## src/rtl/dmem_port_arbiter.sv

```systemverilog
// dmem_port_arbiter: shares the single-port data memory between the
// core load/store path (0) and the loader (1), one access at a time.
module dmem_port_arbiter #(
  parameter int ADDR_W     = 32,
  parameter int DATA_W     = 32,
  parameter int RD_LAT     = 1,
  parameter int FIXED_PRIO = 0
) (
  input  logic                clk,
  input  logic                reset,
  input  logic                req0,
  input  logic                req1,
  input  logic                we0,
  input  logic                we1,
  input  logic [ADDR_W-1:0]   addr0,
  input  logic [ADDR_W-1:0]   addr1,
  input  logic [DATA_W-1:0]   wdata0,
  input  logic [DATA_W-1:0]   wdata1,
  input  logic [DATA_W/8-1:0] be0,
  input  logic [DATA_W/8-1:0] be1,
  output logic                gnt0,
  output logic                gnt1,
  output logic                rvalid0,
  output logic                rvalid1,
  output logic [DATA_W-1:0]   rdata0,
  output logic [DATA_W-1:0]   rdata1,
  output logic                mem_en,
  output logic                mem_we,
  output logic [ADDR_W-1:0]   mem_addr,
  output logic [DATA_W-1:0]   mem_wdata,
  output logic [DATA_W/8-1:0] mem_be,
  input  logic [DATA_W-1:0]   mem_rdata,
  output logic                busy,
  output logic                owner
);

  typedef enum logic [1:0] {
    IDLE,
    ISSUE,
    WAIT,
    RESP
  } state_t;

  localparam logic [2:0] LAT = 3'(RD_LAT);

  state_t     state;
  logic       last_owner;
  logic [2:0] cnt;
  logic       win;

  always_comb begin
    win = 1'b0;
    if (FIXED_PRIO != 0)
      win = ~req0;
    else if (req0 && req1)
      win = ~last_owner;
    else
      win = req1;
  end

  always_ff @(posedge clk or negedge reset) begin
    if (!reset) begin
      state      <= IDLE;
      last_owner <= 1'b1;
      cnt        <= '0;
      gnt0       <= 1'b0;
      gnt1       <= 1'b0;
      rvalid0    <= 1'b0;
      rvalid1    <= 1'b0;
      rdata0     <= '0;
      rdata1     <= '0;
      mem_en     <= 1'b0;
      mem_we     <= 1'b0;
      mem_addr   <= '0;
      mem_wdata  <= '0;
      mem_be     <= '0;
      busy       <= 1'b0;
      owner      <= 1'b0;
    end else begin
      gnt0    <= 1'b0;
      gnt1    <= 1'b0;
      rvalid0 <= 1'b0;
      rvalid1 <= 1'b0;
      mem_en  <= 1'b0;
      mem_we  <= 1'b0;
      unique case (state)
        IDLE: begin
          if (req0 || req1) begin
            state      <= ISSUE;
            busy       <= 1'b1;
            owner      <= win;
            last_owner <= win;
            gnt0       <= ~win;
            gnt1       <= win;
            mem_en     <= 1'b1;
            mem_we     <= win ? we1 : we0;
            mem_addr   <= win ? addr1 : addr0;
            mem_wdata  <= win ? wdata1 : wdata0;
            mem_be     <= win ? be1 : be0;
          end
        end
        ISSUE: begin
          // mem_we still holds the issued command's direction here
          if (mem_we) begin
            state <= IDLE;
            busy  <= 1'b0;
          end else begin
            state <= WAIT;
            cnt   <= 3'd1;
          end
        end
        WAIT: begin
          if (cnt == LAT) begin
            state <= RESP;
            if (owner) begin
              rdata1  <= mem_rdata;
              rvalid1 <= 1'b1;
            end else begin
              rdata0  <= mem_rdata;
              rvalid0 <= 1'b1;
            end
          end else begin
            cnt <= cnt + 3'd1;
          end
        end
        RESP: begin
          state <= IDLE;
          busy  <= 1'b0;
        end
      endcase
    end
  end

endmodule

```

## config.mk

```make
export PLATFORM = sky130hd
export DESIGN_NAME = dmem_port_arbiter
export DESIGN_NICKNAME = d
export VERILOG_FILES = /design/src/rtl/dmem_port_arbiter.sv
export SDC_FILE = /design/constraint.sdc
export NUM_CORES = 1
export LEC_CHECK = 0
export BUFFER_PORTS_ARGS = -buffer_cell sky130_fd_sc_hd__buf_2
export CORE_ASPECT_RATIO = 0.8
export CORE_MARGIN = 3
export CORE_UTILIZATION = 38
export DETAILED_ROUTE_END_ITERATION = 7
export PLACE_DENSITY = 0.7
export SYNTH_ARGS = -nofsm -noshare
export SYNTH_HDL_FRONTEND = slang
export SYNTH_SLANG_ARGS = --single-unit
```

## constraint.sdc

```tcl
create_clock -name clk -period 5.2 [get_ports clk]
set_input_delay 1.04 -clock clk [delete_from_list [all_inputs] [get_ports clk]]
set_output_delay 1.04 -clock clk [all_outputs]
set_load 0.05 [all_outputs]
```

Yosys cells after proc, flatten, opt, wreduce, memory -nomap -nowiden
Cells that the tools add are included.
W data, S select, Z words.

operators by class
  order comparisons = 0
  multiply operators = 0
  shifts and indexed selects = 0
  div/mod/pow operators = 0
  bitwise operators = 3
  reductions and logical operators = 11
  add/sub/neg operators = 1
  multiplexer cells = 29
  eq/ne operators = 9

operator list
  kind                   number
  $mux W32               2
  $mux W1                18
  $reduce_and A3 Y1      4
  $ne A2 B2 Y1 const B   5
  $pmux W2 S4            1
  $mux W2                3
  $mux W3                2
  $pmux W3 S2            1
  $eq A2 B2 Y1 const B   2
  $mux W4                1
  $reduce_and A2 Y1      2
  $add A3 B1 Y3 const B  1
  $eq A3 B1 Y1 const B   1
  $not A1 Y1             3
  $pmux W1 S3            1
  $reduce_bool A3 Y1     1
  $eq A2 B1 Y1 const B   1
  $logic_not A2 Y1       1
  $reduce_bool A2 Y1     1
  $logic_and A1 B1 Y1    1
  $logic_or A1 B1 Y1     1

storage, ports and cells
  bits in latches = 0
  ROM bits = 0
  word-level logic and storage cells = 69
  memories kept = 0
  RAM bits = 0
  bits in registers = 146

Longest topological paths before layout
Gate-level depths: netlist (run 1).

  depth in word-level cells = 5
  depth in mapped cells = 7
  depth with buffers taken out = 5

Worst setup path after synthesis (run 1)
OpenSTA, ideal clock, no wires.

  kind = input port to flip-flop
  from = input req1
  to = register mem_addr[29]
  cell stages on the path = 4
  required time = 5.075 ns
  arrival time = 2.015 ns
  slack = 3.060 ns
  cells stage by stage = a21boi_2 -> buf_2 -> mux2_2 -> mux2_2

between the ends
  cells in the longest elaborated chain, start to end = 3
  elaborated cells between the ends (all ways) = 5
  those cells by class = mux: 2; reduce/logical: 3

RTL lines
  what                    line  source
  start: declaration      12    input logic req1,
  $logic_and A1 B1 Y1     55    else if (req0 && req1)
  $mux W1                 55
  $mux W32                97    mem_addr <= win ? addr1 : addr0;
  end signal: assignment  97
  end: declaration        29    output logic [ADDR_W-1:0] mem_addr,

Several ways; a longest one is shown, not always the timed one.
A chain may end at the register's enable or synchronous reset.

Worst setup path after layout (run 1)
  from = register cnt[1]
  to = register rdata1[25]

between the ends
  cells in the longest elaborated chain, start to end = 2

RTL lines
  what                         line  source
  start: declaration           48    logic [2:0] cnt;
  start signal: assignment     123   cnt <= cnt + 3'd1;
  $eq A3 B1 Y1                 113   if (cnt == LAT) begin
  $reduce_and A3 Y1 (no line)  -
  end signal: assignment       116   rdata1 <= mem_rdata;
  end: declaration             26    output logic [DATA_W-1:0] rdata1,

No other way between the ends.

==> metrics.md, run 1 <==
| Metric | Value |
|---|---|
| Status | `completed` |
| Hold_buf cts | `0` |
| DRT antenna net count | `0` |
| Worst slew margin | `~23%` |
| Flops & latches, synth | `about 150` |
| Hold Vio Cnt, Final | `0` |
| DRT Pass-1 Iters | `4` |
| Core area | `15160 µm²` |
| Share of synthesized registers carrying an async set or reset | `100.0%` |
| Compound-Gate Fraction of Synth Area | `between 10% and 20%` |
| Layout fillers | `approximately 1300` |
| CTS H-tree depth | `4` |
| Yosys warnings | `0` |
| Final WL | `around 17 mm` |
| Worst Skew | `0.008687 ns` |
| Global placer's final weighted congestion | `0.8116` |
| Grt total ovfl | `0` |
| Post-CTS Setup Bufs | `0` |
| Hold crit path type | `flip-flop to flip-flop` |
| Sequential-to-total area share from yosys stat | `61.60%` |
| CTS clk-pin slew, worst paths | `~0.06 ns` |
| Final setup viols | `0` |
| Area after detailed placement | `7646 µm²` |
| Final setup TNS | `0 ns` |
| Top cells by area, synth | `dfrtp_1 (61%), mux2_2 (13%), a221o_1 (11%), and3_1 (7.1%), clkbuf_1 (1.3%)` |
| HPWL Detailed | `about 12 mm` |
| Count of different cell masters after synthesis | `33` |
| Clock Latency Late Sink | `about 0.42 ns` |
| Resized Gates After CTS | `0` |
| Primary FF master, synth | `dfrtp_1` |
| Syn Area/Cell | `around 14 µm²` |
| Cts bufs inserted | `17` |
| Clock Tree Buf Depth | `2` |
| Largest family of logic cells by synthesized area | `multiplexers` |
| Root buffer cell | `clkbuf_16` |
| Xor/xnor share of the synthesized area | `0%` |
| I/O pin cnt | `~310` |
| Via Count | `4833` |
| Synth top cells by count | `dfrtp_1 (145), mux2_2 (68), and3_1 (67)` |
| Worst Setup End Kind | `flip-flop` |
| Initial core utilization | `39.13%` |
| Least-Margin Pin Slew | `between 1 and 1.5 ns` |
| Maximum fanout along the worst path | `33` |
| Arrival time at the worst endpoint | `around 2.8 ns` |
| Pin count of the biggest net entering global routing | `102` |
| Startpoint Class | `flip-flop` |
| Vias in the first global route | `around 5100` |
| Max-slew violations | `0` |
| Fmax | `slightly below 400 MHz` |
| Total track usage | `19.42%` |
| Initial DRC Count | `200` |
| Clock sink count | `~150` |
| CTS tree | `yes` |
| Chip Width | `between 100 and 150 µm` |
| Setup CP Type | `flip-flop to flip-flop` |
| Post-synth EDFFs | `0` |
| Adder-Cell Fraction of Synth Area | `less than 1%` |
| Syn Nets | `594` |
| Die height | `between 100 and 150 µm` |
| Critical path cell sequence | `inv_1 > ha_1 > and2b_1 > nand4b_2 > mux2_2` |
| Req. time, crit path | `roughly 5.5 ns` |
| Synthesized cell area | `about 5900 µm²` |
| Global-route wire length before repair | `approximately 27 mm` |
| RSZ-0062 raised after global routing | `no` |
| Post-route cell area | `~8300 µm²` |
| Mapped Cells | `about 420` |
| Post-synthesis mux area share | `around an eighth` |
| Simple-gate share of the synthesized area | `between 8 and 9%` |
| Diodes inserted | `0` |
| Share of cells above drive strength 1 | `between 50% and 60%` |
| Post-synth top area share | `about three fifths` |
| Row count | `40` |
| Fin crit period | `2.552 ns` |
| Vias/cell | `5.131` |
| Area Overhead vs Synth | `39.08%` |
| Final period util | `between 40% and 50%` |
| Die area | `17160 µm²` |
| Layout Nets | `around 900` |
| CP max stage delay | `~0.9 ns` |
| Slowest CP cell | `nand4b_2` |
| Max-cap violation count | `0` |
| Per-cell routed wire length | `approximately 18 µm` |
| Most frequent cell after synthesis | `dfrtp_1` |
| Initial antenna violation count | `0` |
| DRC Markers | `0` |
| Number of buffers added on ports | `313` |
| Post-synth top area cell | `dfrtp_1` |
-- critical path, delay by kind of cell (launching register included) --
| family | cells | cell delay (ns) |
|---|---|---|
| flops | 1 | 0.39 |
| mux | 1 | 0.63 |
| simple gates | 2 | 1.12 |
| fa+ha+maj | 1 | 0.19 |
| buf+inv | 1 | 0.08 |
-- kinds of logic after synthesis --
logic type / Yosys count
buffers and inverters: 40
muxes: 68
and+or+nand+nor: 83
AOI/OAI and AO/OA: 79
adders and majority gates: 2
DFF: 146
-- final cells by class --
class                   instances  area, µm²  share of cell area, %
clock buffers                  17      425.4                  5.155
clock inverters                14      180.2                  2.183
inverters                       4      15.01                 0.1820
multi-input cells             232       2096                  25.40
flip-flops and latches        146       3655                  44.29
well taps                     210      262.8                  3.184
repair buffers                319       1618                  19.61
-- sequential cells by signal (all words and copies together) (netlist names), named ones only --
| register | cells |
|---|---|
| mem_en | 1 |
| gnt1 | 1 |
| mem_wdata | 32 |
| rvalid1 | 1 |
| rvalid0 | 1 |
| busy | 1 |
| mem_be | 4 |
| mem_we | 1 |
| cnt | 3 |
| rdata1 | 32 |
| state | 1 |
| owner | 1 |
| gnt0 | 1 |
| rdata0 | 32 |
| last_owner | 1 |
| mem_addr | 32 |
-- path summary, 6_finish.rpt --
check,depth (start not counted),start,end,slack (ns)
worst max-delay path,5,cnt[1],rdata1[25],2.65
worst min-delay path,1,rdata1[20],rdata1[20],0.50
worst max register to register,5,cnt[1],rdata1[25],2.65
worst min register to register,1,rdata1[20],rdata1[20],0.50
max in group asynchronous,2,reset,owner,3.35
min in group asynchronous,1,reset,rdata0[30],0.73
-- per-stage QoR --
stage / std cells / setup slack (ns) / hold WS, ns / utilization (%)
2_1_floorplan: 418 / 3.060 / 0.4594 / -
3_5_place_dp: 911 / 2.448 / 0.4842 / 50.42
5_1_grt: 942 / 2.412 / 0.5160 / 54.41
6_report: 942 / 2.648 / 0.4966 / 54.41
4_1_cts: 942 / 2.605 / 0.4995 / 54.41
3_3_place_gp: 911 / 2.501 / 0.4592 / 50.42
-- layer usage --
layer / up-vias / track usage, % / routed length, µm
met2: 234 / 31.63 / 8085
met4: 0 / 9.312 / 604
met3: 44 / 5.697 / 1173
met1: 2349 / 23.76 / 6887
met5: - / 0 / 0
li1: 2206 / - / -
-- cells in the final DEF, fill, tap and decap left out, types with 2 or more instances in the layout --
cell          n
a21o_1        2
a21oi_1       2
a221o_1      66
and3_1       66
buf_2       312
buf_4         6
bufinv_16     3
clkbuf_16    17
clkinv_4      2
clkinvlp_4    5
dfrtp_1     145
ha_1          2
inv_1         4
inv_6         4
mux2_2       68
nand2_1       3
nand2b_1      3
o21ai_0       2
Power of run 1 is not shown: default switching activity piles up to over one toggle a cycle in this logic, so the estimate is an artifact.
==> run 2, diff against run 1 <==
--- a/config.mk
+++ b/config.mk
@@ -10,7 +10,7 @@
 export CORE_MARGIN = 3
 export CORE_UTILIZATION = 38
 export DETAILED_ROUTE_END_ITERATION = 7
-export PLACE_DENSITY = 0.7
+export PLACE_DENSITY = 0.73
 export SYNTH_ARGS = -nofsm -noshare
 export SYNTH_HDL_FRONTEND = slang
 export SYNTH_SLANG_ARGS = --single-unit
==> constraint.sdc (replaced) <==
create_clock -name clk -period 2.3 [get_ports clk]
set_input_delay 0.46 -clock clk [delete_from_list [all_inputs] [get_ports clk]]
set_output_delay 0.46 -clock clk [all_outputs]
set_load 0.05 [all_outputs]
==> run 2 against run 1 <==
Net effect:
- setup slack worse by 2.1 ns
- largest cell class unchanged
- register-to-register slack got worse by 2.1 ns
- first-iteration DRC count is 8.5% higher
- count of clock-buffer cells in the layout increased by 5
- sequential share of layout area shrank 0.80 points
- highest routed layer unchanged
- die area unchanged
- non-clock buffer count grew 7
- fmax up 48%
- design area rose by 1.8%
- clock skew up 0.0059 ns
==> metrics.md, run 2 (synthesis gave the netlist of run 1 again) <==
| Metric | Value |
|---|---|
| Status | `completed` |
| Worst Setup End Kind | `flip-flop` |
| Worst slew margin | `64.55% (+42 points)` |
| Arrival time at the worst endpoint | `2.02 ns (-0.82 ns)` |
| Vias/cell | `5.183 (+1.0%)` |
| Global placer's final weighted congestion | `0.8188 (+0.89%)` |
| DRT antenna net count | `0 (unchanged)` |
| Chip Width | `145.7 µm (unchanged)` |
| Post-layout util | `55.42% (+1.0 points)` |
| Fin cells | `950 (+0.85%)` |
| Cts bufs inserted | `17 (unchanged)` |
| Vias in the first global route | `5084 (-0.18%)` |
| Hold crit path type | `input pin to asynchronous set/reset pin` |
| Final WL | `16.68 mm (-0.42%)` |
| Diodes inserted | `0 (unchanged)` |
| DRC Markers | `0 (unchanged)` |
| Root buffer cell | `clkbuf_16` |
| Area of the multi-input gates | `2096 µm² (unchanged)` |
| Placed Instances | `918 (+0.77%)` |
| Setup CP Type | `flip-flop to flip-flop` |
| Area Overhead vs Synth | `41.65%` |
| Sequential cell area | `3655 µm² (unchanged)` |
| I/O pin cnt | `314 (unchanged)` |
| Most common cell after layout, fill and taps aside | `buf_2` |
| Final setup TNS | `0 ns (unchanged)` |
| Die area | `17160 µm² (unchanged)` |
| Final setup viols | `0 (unchanged)` |
| Tot Pwr | `approximately 16000 µW` |
| Share of cells above drive strength 1 | `58.65% (+0.32 points)` |
| Post-CTS Setup Bufs | `0 (unchanged)` |
| Number of buffers added on ports | `313 (unchanged)` |
| Layout Nets | `903 (+0.78%)` |
| Row count | `40 (unchanged)` |
| Req. time, crit path | `2.60 ns (-2.89 ns)` |
| Total track usage | `19.28% (-0.14 points)` |
| HPWL Detailed | `12.38 mm (+2.7%)` |
| CTS H-tree depth | `4 (unchanged)` |
| Initial antenna violation count | `0 (unchanged)` |
| Core area | `15160 µm² (unchanged)` |
| Clock Latency Late Sink | `0.41 ns (about the same)` |
| CTS tree | `yes` |
| Hold Vio Cnt, Final | `0 (unchanged)` |
| Per-cell routed wire length | `17.56 µm (-1.3%)` |
| Worst hold margin | `0.004885 ns (-0.4917 ns)` |
| Hold_buf cts | `0 (unchanged)` |
| Worst IR Drop VDD | `approximately 1000 µV` |
| Pwr Density | `between 1500 and 2000 nW/µm²` |
| Most frequent cells in the layout | `buf_2 (312), dfrtp_1 (145), mux2_2 (68)` |
| Clock sink count | `146 (unchanged)` |
| Maximum fanout along the worst path | `33 (unchanged)` |
| Die height | `117.8 µm (unchanged)` |
| Startpoint Class | `flip-flop` |
| Max-slew violations | `0 (unchanged)` |
| Pin count of the biggest net entering global routing | `68 (-33%)` |
| Fin crit period | `1.729 ns (-0.8233 ns)` |
| Clock Tree Buf Depth | `2 (unchanged)` |
| Initial core utilization | `39.13% (unchanged)` |
| Resized Gates After CTS | `0 (unchanged)` |
| Worst Skew | `0.01459 ns (+0.005901 ns)` |
| DRT Pass-1 Iters | `5 (+1)` |
| Initial DRC Count | `217 (+8.5%)` |
| Leakage | `0.004427 µW` |
| Via Count | `4924 (+1.9%)` |
| Fmax | `578.5 MHz (+48%)` |
| Max-cap violation count | `0 (unchanged)` |
| Final period util | `75.15% (+26 points)` |
| CTS clk-pin slew, worst paths | `0.06 ns (about the same)` |
| Least-Margin Pin Slew | `0.5317 ns (-0.6206 ns)` |
| Grt total ovfl | `0 (unchanged)` |
| Global-route wire length before repair | `26.60 mm (+0.29%)` |
| RSZ-0062 raised after global routing | `no` |
| Layout fillers | `1265 (-0.71%)` |
-- run 2: through the flow --
stage / worst slack (ns) / area [µm²]
finish: 0.5715 / 8404
global route: 0.5025 / 8404
CTS: 0.5830 / 8404
detailed placement: 0.5493 / 7774
global placement: 0.6327 / 7774
floorplan: 0.6601 / 5933
-- run 2: area by class of cell --
class,count,share of cell area (%)
Clock buffer,22,5.761
Clock inverter,10,1.742
Inverter,4,0.1787
Multi-Input combinational cell,232,24.94
Sequential cell,146,43.49
Tap cell,210,3.126
Timing Repair Buffer,326,20.77
-- run 2: where the power goes --
part | switching [µW] | internal, µW
sequential | 717 | 3840
clock | 1050 | 1830
combinational | 6120 | 2470
-- run 2: per-layer routing --
metal  vias up  GRT usage (%)  share of wire [%]
met5         -              0                  0
met4         0          6.643                1.5
met3        23          5.350                7.2
met2       255          33.17                 52
met1      2422          23.38                 39
li1       2224              -                  -
-- run 2: path summary, 6_finish.rpt --
kind                              from          to  slack, ns  cells past startpoint
min in group clk                   we1      mem_we       0.27                      2
worst min-delay path             reset  rdata1[28]      0.005                      1
worst min register to register    busy        busy       0.48                      2
worst max-delay path            cnt[0]  rdata1[20]       0.57                      5
max in group asynchronous        reset  last_owner       1.64                      2
worst max register to register  cnt[0]  rdata1[20]       0.57                      5
-- run 2: critical path, stage by stage, from the launching register on --
cell and delay (ns):
dfrtp_1 0.43, ha_1 0.25, and2b_1 0.21, nand4b_2 0.13, buf_12 0.21, mux2_2 0.37
No activity file was read; power rests on OpenSTA's default activity.
==> run 3, diff against run 2 <==
--- a/config.mk
+++ b/config.mk
@@ -10,7 +10,7 @@
 export CORE_MARGIN = 3
 export CORE_UTILIZATION = 38
 export DETAILED_ROUTE_END_ITERATION = 7
-export PLACE_DENSITY = 0.73
+export PLACE_DENSITY = 0.7
 export SYNTH_ARGS = -nofsm -noshare
 export SYNTH_HDL_FRONTEND = slang
 export SYNTH_SLANG_ARGS = --single-unit
==> constraint.sdc (replaced) <==
create_clock -name clk -period 1.71 [get_ports clk]
set_input_delay 0.342 -clock clk [delete_from_list [all_inputs] [get_ports clk]]
set_output_delay 0.342 -clock clk [all_outputs]
set_load 0.05 [all_outputs]
==> run 3 against run 2 <==
Net effect:
- the flow now finishes with violations (negative setup slack)
- via count up 0.35%
- first-iteration DRC count grew 1.8%
- combinational power rose by 39%
- non-clock buffer count is 9 higher
- power up 36%
==> metrics.md, run 3 (synthesis gave the netlist of run 1 again) <==
| Metric | Value |
|---|---|
| Critical path cell sequence | `inv_2 > ha_4 > nand4bb_4 > nor2_4 > clkbuf_16 > mux2_2` |
| Met3 usage in global routing | `6.197% (+0.85 points)` |
| Status | `complete, but fails checks` |
| Layout Nets | `912 (+1.0%)` |
| Tot Pwr | `21780 µW (+36%)` |
| Setup CP Type | `flip-flop to flip-flop` |
| Maximum fanout along the worst path | `8 (-76%)` |
| Global-route wire length before repair | `27.54 mm (+3.5%)` |
| Worst IR Drop VDD | `1681 µV (+65%)` |
| Root buffer cell | `clkbuf_16` |
| Pin count of the biggest net entering global routing | `65 (-4.4%)` |
| Die height | `117.8 µm (unchanged)` |
| Per-cell routed wire length | `18.35 µm (+4.5%)` |
| Fmax | `577.8 MHz (-0.12%)` |
| RSZ-0062 raised after global routing | `yes` |
| Max-slew violations | `0 (unchanged)` |
| Failing checks | `negative setup slack` |
| CP endpoint | `rdata0[16]` |
| Share of cells above drive strength 1 | `59.28% (+0.63 points)` |
| CP Buf/Inv Count | `2 (+1)` |
| Initial antenna violation count | `0 (unchanged)` |
| Number of buffers added on ports | `313 (unchanged)` |
| Grt peak-use layer | `met2` |
| Slack of the critical path | `-0.02060 ns (-0.5921 ns)` |
| CP max stage delay | `0.40 ns (-0.03 ns)` |
| Arrival time at the worst endpoint | `2.03 ns (about the same)` |
| Routing usage on met1 | `24.30% (+0.92 points)` |
| Post-layout util | `56.32% (+0.90 points)` |
| Area Overhead vs Synth | `43.95%` |
| Slowest CP cell | `dfrtp_1` |
| Via Count | `4941 (+0.35%)` |
| DRT antenna net count | `0 (unchanged)` |
| Worst slew margin | `72.62% (+8.1 points)` |
| Final setup viols | `8 (+8)` |
| Vias/cell | `5.152 (-0.60%)` |
| DRC Markers | `0 (unchanged)` |
| Clock Tree Buf Depth | `2 (unchanged)` |
| Cts bufs inserted | `17 (unchanged)` |
| Req. time, crit path | `2.01 ns (-0.59 ns)` |
| Startpoint Class | `flip-flop` |
| Hold depth | `2` |
| Pre-CTS setup slack | `0.006475 ns (-0.5428 ns)` |
| Global placer's final weighted congestion | `0.8338 (+1.8%)` |
| Final period util | `101.2% (+26 points)` |
| Reg-to-Reg End | `rdata0[16]` |
| Layout fillers | `1255 (-0.79%)` |
| Core area | `15160 µm² (unchanged)` |
| DRT Pass-1 Iters | `5 (unchanged)` |
| I/O pin cnt | `314 (unchanged)` |
| Worst R2R Setup Slack | `-0.02 ns (-0.59 ns)` |
| Worst setup path start | `cnt[1]` |
| Grt total ovfl | `0 (unchanged)` |
| Least-Margin Pin Slew | `0.4107 ns (-0.1211 ns)` |
| Cell family with most CP delay | `flip-flops` |
| Most frequent cells in the layout | `buf_2 (312), dfrtp_1 (145), and3_1 (66), a221o_1 (66), mux2_2 (64)` |
| Worst Setup End Kind | `flip-flop` |
| Diodes inserted | `0 (unchanged)` |
| Die area | `17160 µm² (unchanged)` |
| HPWL Detailed | `12.48 mm (+0.83%)` |
| GR Util met2 | `34.56% (+1.4 points)` |
| Sequential cell area | `3655 µm² (unchanged)` |
| Instance count on the critical path | `6 (+1)` |
| CTS H-tree depth | `4 (unchanged)` |
| Max-cap violation count | `0 (unchanged)` |
| Leakage | `0.004482 µW (+1.2%)` |
| Most common cell after layout, fill and taps aside | `buf_2` |
| Fin crit period | `1.731 ns (+0.002078 ns)` |
| Area of the multi-input gates | `2145 µm² (+2.3%)` |
| CTS tree | `yes` |
| Row count | `40 (unchanged)` |
| Worst Skew | `0.009291 ns (-0.005296 ns)` |
| Clock sink count | `146 (unchanged)` |
| Initial core utilization | `39.13% (unchanged)` |
| Reg2reg start | `cnt[1]` |
| Length in cells of the worst reg-to-reg path | `6 (+1)` |
| Vias in the first global route | `5242 (+3.1%)` |
| CTS clk-pin slew, worst paths | `0.06 ns (about the same)` |
| Initial DRC Count | `221 (+1.8%)` |
| Clock Latency Late Sink | `0.42 ns (about the same)` |
| Total track usage | `20.08% (+0.79 points)` |
| Hold Vio Cnt, Final | `0 (unchanged)` |
| Final WL | `17.59 mm (+5.5%)` |
| Pwr Density | `2550 nW/µm² (+34%)` |
| Chip Width | `145.7 µm (unchanged)` |
| Hold crit path type | `input pin to flip-flop` |
[run 3: timing repair]
action	CTS	global route
cloned	0	3
endpoints found under the hold margin	37	0
setup buffers	0	3
pin swaps	0	1
gates resized for setup	0	9
endpoints found under the setup margin	22	64
hold buffers	1	0
[run 3: worst min-delay path by stage]
stage	from	end	slack [ns]
final	wdata0[9]	mem_wdata[9]	0.15
after global routing	wdata0[10]	mem_wdata[10]	0.13
after CTS	we1	mem_we	0.13
after detailed placement	reset	rdata0[26]	0.29
after global placement	reset	rdata0[26]	0.28
after floorplan	reset	asynchronous set/reset pin	0.05
[run 3: cell type report]
| class | count | area share [%] |
|---|---|---|
| sequential | 146 | 42.79 |
| multi-input combinational | 232 | 25.11 |
| timing repair buffer | 335 | 21.86 |
| clock buffer | 22 | 5.552 |
| tap | 210 | 3.076 |
| clock inverter | 10 | 1.436 |
| inverter | 4 | 0.1758 |
[run 3: stage by stage]
| stage | instances | setup TNS, ns | hold WS (ns) | area [µm²] |
|---|---|---|---|---|
| floorplan | 418 | 0 | 0.04641 | 5933 |
| global placement | 920 | 0 | 0.2835 | 7801 |
| detailed placement | 920 | 0 | 0.2882 | 7801 |
| CTS | 953 | -0.1204 | 0.1315 | 8408 |
| global route | 959 | -1.177 | 0.1279 | 8541 |
| finish | 959 | -0.04811 | 0.1489 | 8541 |
[run 3: power by group]
group	internal, µW	total, µW	switching, µW
sequential	5160	6120	959
combinational	3540	11900	8400
clock	2280	3720	1440
total	11000	21800	10800
[run 3: metal layers]
| metal | vias to the layer above | part of all wire (%) |
|---|---|---|
| met5 | - | 0 |
| met4 | 0 | 1.4 |
| met3 | 22 | 7.1 |
| met2 | 215 | 50 |
| met1 | 2466 | 41 |
| li1 | 2238 | - |
